**config.mk**
```make
export PLATFORM = sky130hd
export DESIGN_NAME = acc_core
export DESIGN_NICKNAME = d
export VERILOG_FILES = /design/src/rtl/acc_core_pkg.sv /design/src/rtl/acc_alu.sv /design/src/rtl/acc_core.sv
export SDC_FILE = /design/constraint.sdc
export NUM_CORES = 1
export LEC_CHECK = 0
export ABC_AREA = 1
export BUFFER_PORTS_ARGS = -buffer_cell sky130_fd_sc_hd__buf_2
export CAP_MARGIN = 20
export CORE_AREA = 5 5 170 172
export CTS_CLUSTER_DIAMETER = 50
export DETAILED_ROUTE_END_ITERATION = 10
export DIE_AREA = 0 0 175 177
export SLEW_MARGIN = 30
export SYNTH_ARGS = -nofsm -noshare
export SYNTH_HDL_FRONTEND = slang
export SYNTH_SLANG_ARGS = --single-unit
```
**constraint.sdc**
```tcl
create_clock -name CLK -period 4.67 [get_ports CLK]
set_input_delay 0.934 -clock CLK [delete_from_list [all_inputs] [get_ports CLK]]
set_output_delay 0.934 -clock CLK [all_outputs]
set_load 0.01 [all_outputs]
```
**src/rtl/acc_core_pkg.sv**
```systemverilog
// Shared opcode/state encodings and field-width helpers for the acc_core accumulator machine.
package acc_core_pkg;

  localparam int OP_BITS = 5;

  typedef enum logic [4:0] {
    OP_NOP  = 5'h00,
    OP_LDR  = 5'h01,
    OP_STR  = 5'h02,
    OP_ADD  = 5'h03,
    OP_ADC  = 5'h04,
    OP_SUB  = 5'h05,
    OP_AND  = 5'h06,
    OP_OR   = 5'h07,
    OP_XOR  = 5'h08,
    OP_SHL  = 5'h09,
    OP_SHR  = 5'h0A,
    OP_LDI  = 5'h0B,
    OP_CLO  = 5'h0C,
    OP_LDM  = 5'h0D,
    OP_STM  = 5'h0E,
    OP_BZ   = 5'h0F,
    OP_BOV  = 5'h10,
    OP_HALT = 5'h1F
  } opcode_e;

  typedef enum logic [1:0] {
    S_FETCH,
    S_EXEC,
    S_MEM,
    S_HALTED
  } state_e;

  // Register-select width; a single-register file still needs one select bit.
  function automatic int reg_bits(input int nreg);
    return (nreg > 1) ? $clog2(nreg) : 1;
  endfunction

  function automatic int instr_bits(input int nreg);
    return OP_BITS + reg_bits(nreg);
  endfunction

endpackage

```
**src/rtl/acc_alu.sv**
```systemverilog
// Combinational ALU: computes the accumulator/flag result of one instruction plus write enables.
module acc_alu
  import acc_core_pkg::*;
#(
  parameter int DW = 8,
  parameter int RW = 4
) (
  input  logic [4:0]    op,
  input  logic [DW-1:0] acc,
  input  logic [DW-1:0] operand,
  input  logic          ovf_in,
  input  logic [RW-1:0] r,
  output logic [DW-1:0] result,
  output logic          ovf_out,
  output logic          acc_we,
  output logic          ovf_we
);

  logic [DW:0] wide;

  always_comb begin
    // NOTE: every output gets a default before the case so no opcode path can infer a latch.
    result  = '0;
    ovf_out = ovf_in;
    acc_we  = 1'b0;
    ovf_we  = 1'b0;
    wide    = '0;
    case (op)
      OP_LDR: begin
        result = operand;
        acc_we = 1'b1;
      end
      OP_ADD, OP_ADC: begin
        wide    = {1'b0, acc} + {1'b0, operand} + {{DW{1'b0}}, ovf_in & (op == OP_ADC)};
        result  = wide[DW-1:0];
        ovf_out = wide[DW];
        acc_we  = 1'b1;
        ovf_we  = 1'b1;
      end
      OP_SUB: begin
        // The extra top bit of the widened difference is the borrow.
        wide    = {1'b0, acc} - {1'b0, operand};
        result  = wide[DW-1:0];
        ovf_out = wide[DW];
        acc_we  = 1'b1;
        ovf_we  = 1'b1;
      end
      OP_AND: begin result = acc & operand; acc_we = 1'b1; end
      OP_OR:  begin result = acc | operand; acc_we = 1'b1; end
      OP_XOR: begin result = acc ^ operand; acc_we = 1'b1; end
      OP_SHL: begin
        result  = {acc[DW-2:0], 1'b0};
        ovf_out = acc[DW-1];
        acc_we  = 1'b1;
        ovf_we  = 1'b1;
      end
      OP_SHR: begin
        // Rotate right through the flag.
        result  = {ovf_in, acc[DW-1:1]};
        ovf_out = acc[0];
        acc_we  = 1'b1;
        ovf_we  = 1'b1;
      end
      OP_LDI: begin
        result = DW'(r);
        acc_we = 1'b1;
      end
      OP_CLO: begin
        ovf_out = 1'b0;
        ovf_we  = 1'b1;
      end
      default: ;
    endcase
  end

endmodule

```
**src/rtl/acc_core.sv**
```systemverilog
// Multi-cycle accumulator core: FETCH/EXEC/MEM/HALTED sequencer, register file, PC and counters.
module acc_core
  import acc_core_pkg::*;
#(
  parameter int DW   = 8,
  parameter int NREG = 16,
  parameter int PCW  = 8,
  parameter int CW   = 16,
  localparam int RW  = reg_bits(NREG),
  localparam int IW  = instr_bits(NREG)
) (
  input  logic           CLK,
  input  logic           start,
  output logic [PCW-1:0] imem_addr,
  input  logic [IW-1:0]  imem_data,
  output logic           dmem_req,
  output logic           dmem_we,
  output logic [DW-1:0]  dmem_addr,
  output logic [DW-1:0]  dmem_wdata,
  input  logic [DW-1:0]  dmem_rdata,
  input  logic           dmem_ack,
  output logic           Halt,
  output logic           ovf,
  output logic [DW-1:0]  acc_out,
  output logic [CW-1:0]  cycle_ct,
  output logic [CW-1:0]  instr_ct
);

  state_e         state;
  logic [PCW-1:0] pc;
  logic [DW-1:0]  acc;
  logic [DW-1:0]  regs [NREG];

  logic [4:0]     op;
  logic [RW-1:0]  rsel;
  logic [DW-1:0]  operand;
  logic           is_mem;
  logic           taken;
  logic           retire;
  logic [PCW-1:0] next_pc;

  logic [DW-1:0]  alu_result;
  logic           alu_ovf;
  logic           alu_acc_we;
  logic           alu_ovf_we;

  // The instruction word is held stable through EXEC and MEM, so decode straight from it.
  assign op      = imem_data[IW-1:RW];
  assign rsel    = imem_data[RW-1:0];
  assign operand = regs[rsel];
  assign is_mem  = (op == OP_LDM) || (op == OP_STM);
  assign taken   = ((op == OP_BZ) && (acc == '0)) || ((op == OP_BOV) && ovf);
  assign next_pc = taken ? operand[PCW-1:0] : pc + 1'b1;
  assign retire  = ((state == S_EXEC) && !is_mem) || ((state == S_MEM) && dmem_ack);

  acc_alu #(.DW(DW), .RW(RW)) u_alu (
    .op      (op),
    .acc     (acc),
    .operand (operand),
    .ovf_in  (ovf),
    .r       (rsel),
    .result  (alu_result),
    .ovf_out (alu_ovf),
    .acc_we  (alu_acc_we),
    .ovf_we  (alu_ovf_we)
  );

  always_ff @(posedge CLK) begin
    // NOTE: all sequential state uses non-blocking assignments so every register sees pre-edge values.
    if (start) begin
      state      <= S_FETCH;
      pc         <= '0;
      acc        <= '0;
      ovf        <= 1'b0;
      dmem_we    <= 1'b0;
      dmem_addr  <= '0;
      dmem_wdata <= '0;
      cycle_ct   <= '0;
      instr_ct   <= '0;
      // NOTE: the register file is architecturally cleared by start, so it is built from flops.
      for (int i = 0; i < NREG; i++) regs[i] <= '0;
    end else begin
      if ((state != S_HALTED) && (cycle_ct != '1)) cycle_ct <= cycle_ct + 1'b1;

      if (retire) begin
        pc <= next_pc;
        if (instr_ct != '1) instr_ct <= instr_ct + 1'b1;
      end

      unique case (state)
        S_FETCH: state <= S_EXEC;
        S_EXEC: begin
          if (alu_acc_we) acc <= alu_result;
          if (alu_ovf_we) ovf <= alu_ovf;
          if (op == OP_STR) regs[rsel] <= acc;
          if (is_mem) begin
            dmem_addr  <= operand;
            dmem_we    <= (op == OP_STM);
            dmem_wdata <= acc;
            state      <= S_MEM;
          end else begin
            state <= (op == OP_HALT) ? S_HALTED : S_FETCH;
          end
        end
        S_MEM: begin
          if (dmem_ack) begin
            if (!dmem_we) acc <= dmem_rdata;
            state <= S_FETCH;
          end
        end
        S_HALTED: ;
      endcase
    end
  end

  assign imem_addr = pc;
  assign dmem_req  = (state == S_MEM);
  assign Halt      = (state == S_HALTED);
  assign acc_out   = acc;

endmodule

```
# == Word level (Yosys, flattened, before mapping) ==
# Memories as Yosys holds them, arrays and structs flattened.
# Index checks and enable logic that the tools add are counted.
# word_totals
regBits,68
ram_bits,128
in_bits,20
output_inout_bits,68
wordCells,91
n_memories,1
# mem_list
memory,depth,width,read_ports,rd_ports_with_merged_regs,write_ports,line_no,rtl
regs,16,8,1,0,16,acc_core.sv:32,logic [DW-1:0] regs [NREG];
# classes
n_addsub,6
n_eq_ne,26
n_mux,22
bitwise_logic,4
n_reduce_logical,23
# ops
operator,count
case mux 8 bit (9 select lines),1
"== test 5 x 4 -> 1 bit, second input constant",8
two-way mux 8 bit,5
"adder 16 x 1 -> 16 bit, second input constant",2
"inequality test 16 bit, second input constant",2
"== test 5 x 3 -> 1 bit, second input constant",4
case mux 8 bit (2 select lines),1
"== test 5 x 2 -> 1 bit, second input constant",2
"== test 5 bit, second input constant",2
OR reduction 10 bit,1
adder 8 x 8 -> 9 bit,1
adder 9 x 1 -> 9 bit,1
two-way mux 1 bit,9
subtractor 8 x 8 -> 9 bit,1
"adder 8 x 1 -> 8 bit, second input constant",1
AND 8 bit,1
zero test 8 bit,1
OR 8 bit,1
OR reduction 8 bit,1
XOR 8 bit,1
two-way mux 2 bit,3
"inequality test 2 bit, second input constant",3
case mux 2 bit (3 select lines),1
AND reduction 2 bit,3
18 further kinds,25

# == Logic depth before layout (Yosys ltp) ==
# Gate-level depths: netlist of the first run.
# logic_depth
depth_word,7
depth_mapped,23
ltp_nobuf,21

# == By module ==
# Synthesis of the first run repeated with hierarchy kept, for this count alone.
# hier_totals
cells_unflattened,1397
hier_area_um2,11023.1
# by_module_without_submodules
module,n_inst,cells_per_inst,area_each_um2,seq_area_each_um2
acc_core,1,1100,9402.8,5205.0
acc_alu,1,297,1620.3,0.0

# == Worst setup path after synthesis of the first run ==
# No wires, ideal clock.
# synth_timing
kind,input to register
startpoint,in imem_data[1]
endpoint,"reg acc[1], in the netlist acc_out[1]"
setup_time_ps,120
arrival_time_ps,3187
required_ps,4550
path_slack_ps,1364
path_stages,17
path_buffers,2
cell_sequence,buf_4 > nor2_2 > buf_2 > nand2_1 > nand4_1 > nand2_1 > nand4_1 > inv_1 > fa_1 > inv_1 > fa_1 > nand2_1 > nand2_1 > nor3_1 > nand2_1 > nand2_1 > a21oi_1
# synth_via
elab_chain_len,6
elab_cells_between_ends,10
classes_between,add/sub (3); mux (3); bitwise (3); memory (1)
# synth_lines
item,line_no,rtl
start: declaration,acc_core.sv:15,"input logic [IW-1:0] imem_data,"
memory read (16 x 8 bit) (*),n/a,
net operand[0],acc_core.sv:36,logic [DW-1:0] operand;
adder 8 x 8 -> 9 bit,acc_alu.sv:34,"wide = {1'b0, acc} + {1'b0, operand} + {{DW{1'b0}}, ovf_in & (op == OP_ADC)};"
adder 9 x 1 -> 9 bit,acc_alu.sv:34,
case mux 8 bit (9 select lines) (*),acc_alu.sv:28,case (op)
two-way mux 8 bit (*),acc_core.sv:93,if (alu_acc_we) acc <= alu_result;
case mux 8 bit (2 select lines) (*),acc_core.sv:90,unique case (state)
end signal: assignment,acc_core.sv:93,
end signal: assignment,acc_core.sv:107,if (!dmem_we) acc <= dmem_rdata;
end: declaration,acc_core.sv:31,logic [DW-1:0] acc;
# Mark *: on every way through the listed nets, which the timed path passes. The rest lies on a longest branch. The select of a mux whose other input is x is not followed.
# A chain may end at the register's enable or synchronous reset.

# == Worst setup path in the final report of the first run ==
# layout_timing
startpoint,in imem_data[1]
endpoint,"reg acc[4], in the netlist acc_out[4]"
# The elaborated chain is that of the path after synthesis.

==> impl_summary.md, run 1 <==
Hold path
The hold path endpoint is cycle_ct[15]. The hold path startpoint is cycle_ct[15]. The hold-critical path depth is 2. The worst hold path belongs to the class flip-flop to flip-flop.

Setup path
The endpoint identified for the worst register-to-register timing path is acc_out[4]. The kind of launch point of the worst setup path is a primary input. The maximum fanout count along the critical path is 17.

The worst setup path is captured at a flip-flop. For the worst setup path, the data arrival time is 3.99 ns. The critical path start-end classification is primary input to flip-flop. The worst reg2reg path depth is 15. The required arrival time at the worst endpoint is 5.03 ns. The most critical setup path has its startpoint at imem_data[1]. The setup slack on the worst flop-to-flop path is 1.84 ns.

The startpoint of the worst-slack reg-to-reg timing path is acc_out[0].

STA
The number of hold violations in the final report is 0. Setup repair after global routing left no endpoint under its margin. The tightest hold path in the finished design has a slack of 0.4666 ns. For the pin with the worst max-slew slack, the measured transition is ~0.8 ns. The period utilization is 0.7770.

Setup violations remaining at the end of the flow were counted as 0. The final count of pins violating max slew is 0. The final total negative setup slack is 0 ns.

Across the routed clock network, the largest skew measured is ~0.015 ns. The worst pin sits at a relative slew slack of 0.4644. The achievable frequency is roughly 280 MHz. Setup slack closes at 1.042 ns. The smallest clock period supported by the final layout is computed as about 3.6 ns.

Status
The run finished with clean final reports.

Finish
In the final layout, the share of cells above drive strength 1 is 0.1516. The number of diodes is 0. The number of standard cells in the layout, taps in and fillers out is 1,758.

The finished cells cover 0.01207 sq mm. The area added between synthesis and finish is 13.26%. The final net count is approximately 1,400.

Die
After floorplanning, the core was sized to cover 0.02732 sq mm. The floorplan has 61 rows. The initial standard-cell utilization of the core is 0.3901.

The top-level I/O count is 88. From left edge to right edge, the die measures 175 um. The die outline height is between 150 and 200 um. The die footprint is 0.03098 sq mm.

Route
The count of nets left with antenna violations once routing finished came out at 0. After detailed routing, the number of vias per cell comes to 5.279. The average wire per cell in the routed design is 17.95 um. For this run, the detailed router's first-pass iteration total came to 6. The routed wire length is 31,560 um.

The total vias in the final route is 9,281. The count of routing violations after the opening detailed-route iteration is 808. For this run, design rule violations remaining after detail routing come to 0.

Synth
The synthesized net count is 1,369. The fraction of synthesis flops using an asynchronous set or reset pin is 0. In the synthesized netlist the dominant register cell turns out to be sky130_fd_sc_hd__edfxtp_1. For this run, the number of Yosys warnings is 0. The synthesized area per cell is 8.082 sq um. The cell area after synthesis is 0.01066 sq mm. The number of enable flip-flop cells after synthesis is 128. Counting flops and latches in the post-synthesis netlist gives 196.

The number of instances in the synthesized netlist is roughly 1,300. The count of cell types in the netlist is between 40 and 50. For this run, the register share of the synthesized area comes to 0.4883.

Clock tree
The number of buffers inserted for hold repair after clock tree synthesis is 0. For this design, the sink count on the clock tree is 196. The H-tree depth reported by CTS is 4. The total CTS buffers is 17. The clock latency on the worst-skew pair is 0.44 ns. After clock tree synthesis, the clock-pin slew on the worst setup and hold paths is approximately 0.08 ns. The number of setup buffers added after CTS is 0.

TritonCTS built the clock tree. The buffer cell driving the clock tree root is sky130_fd_sc_hd__clkbuf_16. Gates resized during post-CTS repair numbered 0. The clock passes through at most 2 buffers.

Run
Max-cap violations in this run came to 0.

Place
The placed cell count is 1,726. After legalization and detailed placement, the total HPWL measured around 22,000 um. During placement, the flow inserted port buffers numbering 87. Routability-driven placement finished with a final weighted congestion of 0.9750. Summing all placed instances gives a cell area of 0.01150 sq mm. Before CTS, the worst setup slack after placement is 0.6539 ns.

Power and ir drop
The cell leakage power is between 0.005 and 0.006 uW. Across the VDD grid, the largest voltage drop is between 200 and 250 uV. The total power per unit cell area is roughly 320 mW/mm^2.

Global routing
After global routing the overflow that remains totals 0. Across every metal layer, demand over resource in global routing totals 0.2042. The initial antenna violation count is 0. The global-route wire length before repair is 49,900 um. Entering global routing, the biggest net connects 72 pins.

The number of global-route vias before repair is ~9,000.
==> critical path, stage by stage <==
cell,delay (ns)
sky130_fd_sc_hd__buf_2,0.28
sky130_fd_sc_hd__inv_1,0.11
sky130_fd_sc_hd__nor2_2,0.28
sky130_fd_sc_hd__buf_12,0.19
sky130_fd_sc_hd__nand2_1,0.06
sky130_fd_sc_hd__nand4_1,0.08
sky130_fd_sc_hd__nand2_1,0.08
sky130_fd_sc_hd__nand4_1,0.23
sky130_fd_sc_hd__inv_1,0.14
sky130_fd_sc_hd__fa_1,0.42
sky130_fd_sc_hd__inv_1,0.14
sky130_fd_sc_hd__fa_1,0.20
sky130_fd_sc_hd__nand2_1,0.08
sky130_fd_sc_hd__nand3_1,0.12
sky130_fd_sc_hd__nand2_1,0.09
sky130_fd_sc_hd__nand2_1,0.06
sky130_fd_sc_hd__nand3_1,0.08
sky130_fd_sc_hd__nand3b_1,0.11
sky130_fd_sc_hd__nor2_1,0.04
sky130_fd_sc_hd__nand2_1,0.07
sky130_fd_sc_hd__nand2_1,0.06
sky130_fd_sc_hd__a21oi_1,0.12
==> flip-flops by register name, summed over array words and instances (netlist names) <==
name / flops
regs: 128
cycle_ct: 16
instr_ct: 16
acc_out: 8
dmem_addr: 8
dmem_wdata: 8
imem_addr: 8
state: 2
dmem_we: 1
ovf: 1
==> through the flow <==
step,total power (uW),utilization
global route,4039,0.4419
finish,3890,0.4419
CTS,3905,0.4419
floorplan,2280,-
detailed placement,2461,0.4208
global placement,2459,0.4206
==> per-layer routing <==
| metal | wire, um | global-route usage | vias up |
|---|---|---|---|
| li1 | - | - | 4524 |
| met4 | 745 | 0.06285 | 0 |
| met3 | 2536 | 0.04187 | 48 |
| met1 | 13690 | 0.2807 | 4363 |
| met2 | 14590 | 0.3270 | 346 |
| met5 | 0 | 0 | - |
==> cells in the mapped netlist (3+ instances only) <==
cell type	number	area (sq um)
sky130_fd_sc_hd__nand4_1	47	294.0
sky130_fd_sc_hd__inv_2	8	30.03
sky130_fd_sc_hd__xor2_1	6	52.55
sky130_fd_sc_hd__clkbuf_1	17	63.81
sky130_fd_sc_hd__nor3_1	16	80.08
sky130_fd_sc_hd__edfxtp_1	128	3844
sky130_fd_sc_hd__nor3_4	5	81.33
sky130_fd_sc_hd__o21ai_0	61	305.3
sky130_fd_sc_hd__nand3b_1	4	30.03
sky130_fd_sc_hd__buf_4	7	52.55
sky130_fd_sc_hd__a31oi_1	5	31.28
sky130_fd_sc_hd__nand3_1	75	375.4
sky130_fd_sc_hd__inv_1	86	322.8
sky130_fd_sc_hd__buf_2	21	105.1
sky130_fd_sc_hd__fa_1	3	60.06
sky130_fd_sc_hd__o21a_1	3	22.52
sky130_fd_sc_hd__nor2_1	191	716.9
sky130_fd_sc_hd__nor2_4	4	45.04
sky130_fd_sc_hd__clkinv_1	9	33.78
sky130_fd_sc_hd__nand2_2	6	37.54
sky130_fd_sc_hd__dfxtp_1	68	1361
sky130_fd_sc_hd__a21oi_1	67	335.3
sky130_fd_sc_hd__or2_2	5	31.28
sky130_fd_sc_hd__nand2_1	384	1441
sky130_fd_sc_hd__ha_1	27	337.8
sky130_fd_sc_hd__o21ai_1	5	25.02
sky130_fd_sc_hd__nor2_2	18	112.6
sky130_fd_sc_hd__nand2_4	18	202.7
==> where the power goes <==
| group | switching [uW] | internal (uW) | total [uW] | leakage (uW) |
|---|---|---|---|---|
| Sequential | 43.1 | 1890 | 1940 | 0.00189 |
| Combinational | 351 | 140 | 491 | 0.00298 |
| Clock | 706 | 756 | 1460 | 0.000287 |
| Total | 1100 | 2790 | 3890 | 0.00516 |
==> how the worst max path moves through the flow <==
stage | cells past startpoint | end
floorplan | 17 | acc_out[1]
global placement | 19 | acc_out[3]
detailed placement | 20 | acc_out[6]
CTS | 20 | acc_out[6]
global route | 22 | acc_out[4]
finish | 22 | acc_out[4]
==> layout make-up <==
| class | instances | area, sq um |
|---|---|---|
| Tap cell | 346 | 432.9 |
| Clock buffer | 18 | 429.2 |
| Fill cell | 2720 | 15250 |
| Timing Repair Buffer | 109 | 638.1 |
| Multi-Input combinational cell | 971 | 4828 |
| Clock inverter | 14 | 147.6 |
| Sequential cell | 196 | 5205 |
| Inverter | 104 | 392.9 |
==> logic make-up (layout without fill, tap and decap cells) <==
kind of cell,count (synthesis),in the layout,share of synthesized area
compound gates,151,151,0.07488
flops,196,196,0.4883
simple gates,782,782,0.3335
fa+ha+maj,30,30,0.03732
xor+xnor,8,8,0.006573
buf+inv,152,245,0.05951
==> layout by cell type, fill, tap and decap left out, drive strengths merged <==
| master | instances |
|---|---|
| a211oi | 2 |
| xor2 | 6 |
| inv | 101 |
| bufinv | 1 |
| and2 | 1 |
| clkinv | 16 |
| edfxtp | 128 |
| buf | 109 |
| a31oi | 5 |
| clkbuf | 18 |
| xnor2 | 2 |
| o21ai | 67 |
| fa | 3 |
| o31ai | 1 |
| o221ai | 1 |
| o21bai | 2 |
| nor2 | 213 |
| o21a | 3 |
| dfxtp | 68 |
| nand4 | 48 |
| nor3 | 21 |
| nor4 | 2 |
| o211ai | 2 |
| nand3 | 77 |
| ha | 27 |
| and3 | 2 |
| nor3b | 1 |
| a21oi | 68 |
| nand3b | 4 |
| or2 | 5 |
| nand2 | 408 |
(Power assumes the default switching activity.)
==> inputs of run 2 (changes only) <==
Clock period 4.67 ns to 3.3 ns, I/O delays scaled along.
==> impl_summary.md, run 2 (synthesized netlist as in run 1, its figures left out) <==
Status
The flow ran to the end, and the final reports show no timing, DRC or antenna violations.

Die
The initial utilization of the core area, before any placement, comes to 0.3901. The top-level I/O count is 88. The region available for standard cell placement spans ~0.027 sq mm.

Measured along the x axis, the die boundary spans 175 um. The count of standard-cell rows is 61. In this run the vertical extent of the chip is 177 um.

The floorplan step defined a die boundary enclosing 0.03098 sq mm.

Finish
The count of cells in the finished layout, fillers not included, comes to around 1,800. The flip-flop count of the largest register, all copies and words added is 128. The number of diodes is 0.

The final net count is 1,491. The area taken by flip-flops and latches is 0.005205 sq mm. The library cells used most frequently in the layout, excluding fill and tap cells, are 384 x sky130_fd_sc_hd__nand2_1, 190 x sky130_fd_sc_hd__nor2_1, 128 x sky130_fd_sc_hd__edfxtp_1.

The layout cell share with drive strength beyond 1 is 0.1761. Ranked by flip-flop count, first place goes to regs. From synthesis to final layout, the design area changed by 16.38%. The multi-input combinational cells in the finished layout cover a total of 0.004823 sq mm.

The largest registers in the layout are regs: 128 flops, cycle_ct: 16 flops, instr_ct: 16 flops. Counting the fill cells in the layout gives approximately 2,700. The most common cell after layout, fill and taps aside is sky130_fd_sc_hd__nand2_1.

Clock tree
At the later pin of the worst-skew pair, clock insertion delay measures 0.44 ns. The clock passes through at most 2 buffers. The clock tree synthesis step divided the H-tree into 4 levels.

The number of buffers inserted for hold repair after clock tree synthesis is 0. The total setup buffers inserted after CTS is 0. The clock slew at the register clock pins of the worst setup and hold paths is 0.08 ns. The number of instances resized during post-cts repair is 0. The total CTS buffers is 17. The number of clock sinks seen by CTS is between 150 and 200. The buffer cell driving the clock tree root is sky130_fd_sc_hd__clkbuf_16. TritonCTS built the clock tree.

Global routing
The largest net degree at the start of global routing is 72. In the global route stage, overall resource usage came out at 0.2043. The initial antenna violation count is 0. The first global-routing pass estimated 49,510 um of wire. The number of global-route vias before repair came to just under 9,000. Global routing finished with a remaining overflow of 0.

Route
Dividing the detail-routed wire length by the instance count gives around 18 um. The count of routing violations after the opening detailed-route iteration is 650. In this run the remaining antenna-violating nets after routing total 0.

Routed signal wires occupy layers up through met4. The final layout contains routed wiring with a total length of 31,630 um. The total vias in the final route is ~9,300. The met3 wire length is between 1500 and 2000 um. The post-detailed-route via-to-cell ratio is around 5.2. In the detailed route, the total length drawn on met2 is 14,760 um. The wire length on met1 is 14,340 um. The DRC violation count after routing is 0. The first-pass iteration count of the detailed router is 5.

Setup path
The kind of launch point of the worst setup path is a primary input. Along the worst path, the maximum fanout reaches 11. By startpoint and endpoint, the worst setup path is classified as primary input to flip-flop. Data on the critical path arrives at its endpoint at ~3.3 ns. At the worst endpoint, the required time is 3.67 ns. The kind of end point of the critical path is a flip-flop.

Power and ir drop
The maximum ir drop on the vdd rail is between 300 and 400 uV. Summed over all cells, the static leakage comes to around 0.0054 uW. Dividing total power by cell area gives a power density of approximately 450 mW/mm^2.

Place
After legalization and detailed placement, the total HPWL measured 23,060 um. The routability congestion estimate from global placement is 0.9592. The placed cell count is 1,768.

The number of port buffers is between 80 and 90.

Run
The reported max-cap violation count is 0.

STA
The final number of setup-violating endpoints is 0. The shortest clock period the worst path allows after layout is 2.937 ns. The final count of pins violating max slew came to 0. Headroom to the max-slew limit came out at 0.4783. The clock tree skew after final layout is 0.01707 ns.

Setup repair after global routing left no endpoint under its margin. At the pin with the least slew margin, the transition time is 0.7825 ns. Dividing the final minimum period by the clock period gives 0.8900. The final total negative setup slack is 0 ns. Based on the critical path, the design can be clocked at up to 340.5 MHz. The number of hold violations in the final report is 0.

Hold path
The path class of the tightest hold or removal check is flip-flop to flip-flop.
-- run 2: changes by cell type in the layout (fill, tap and decap cells not counted), sizes merged --
cell | previous run | this run
inv | 101 | 104
buf | 109 | 151
clkinv | 16 | 15
bufinv | 1 | 0
clkbuf | 18 | 17
-- run 2: final cells by class --
cell class              count  area share
multi-input cells         971      0.3888
well taps                 346     0.03489
clock buffers              17     0.03429
inverters                 104     0.03167
flip-flops and latches    196      0.4195
repair buffers            151     0.07685
clock inverters            15     0.01402
-- run 2: metrics by stage --
step	power (uW)	hold WS [ns]	cell area [sq um]	utilization	worst slack, ns
6_report	5620	0.4713	12410	0.4541	0.3630
3_3_place_gp	3552	0.4539	11810	0.4321	0.04571
3_5_place_dp	3554	0.4570	11810	0.4321	-0.04787
4_1_cts	5654	0.4745	12410	0.4541	0.3944
5_1_grt	5837	0.4978	12410	0.4541	0.05137
2_1_floorplan	3227	0.4769	10660	-	0.2675
-- run 2: power breakdown --
group	switching, uW	total (uW)	leakage [uW]	internal (uW)
Combinational	518	773	0.00319	255
Sequential	55.8	2730	0.00189	2680
Clock	1080	2110	0.000294	1030
Total	1650	5620	0.00537	3970
-- run 2: worst paths after layout --
path / start / endpoint / slack (ns) / cells after the start
worst max-delay path: imem_data[0] / ovf / 0.36 / 19
worst min register to register: cycle_ct[15] / cycle_ct[15] / 0.47 / 2
worst min-delay path: cycle_ct[15] / cycle_ct[15] / 0.47 / 2
worst max register to register: regs[15][0] / acc_out[4] / 0.72 / 18
-- run 2: per-layer routing --
layer  global-route usage  vias to the layer above
met1               0.2850                     4361
met4              0.05434                        0
met3              0.03845                       35
met2               0.3288                      290
met5                    0                        -
li1                     -                     4607
-- run 2: worst max-delay path, cell delays in order --
cell and delay [ns]:
sky130_fd_sc_hd__buf_2 0.16, sky130_fd_sc_hd__inv_1 0.13, sky130_fd_sc_hd__buf_4 0.26, sky130_fd_sc_hd__nand2_1 0.07
sky130_fd_sc_hd__nand2_1 0.08, sky130_fd_sc_hd__nand2_1 0.05, sky130_fd_sc_hd__nand2_1 0.09, sky130_fd_sc_hd__nand2_1 0.07
sky130_fd_sc_hd__nand4_1 0.22, sky130_fd_sc_hd__inv_1 0.10, sky130_fd_sc_hd__ha_1 0.39, sky130_fd_sc_hd__inv_1 0.14
sky130_fd_sc_hd__a21oi_1 0.23, sky130_fd_sc_hd__a21oi_1 0.11, sky130_fd_sc_hd__o21ai_0 0.24, sky130_fd_sc_hd__nand2_1 0.10
sky130_fd_sc_hd__nand4_1 0.08, sky130_fd_sc_hd__nor2_1 0.04, sky130_fd_sc_hd__nor2_1 0.07
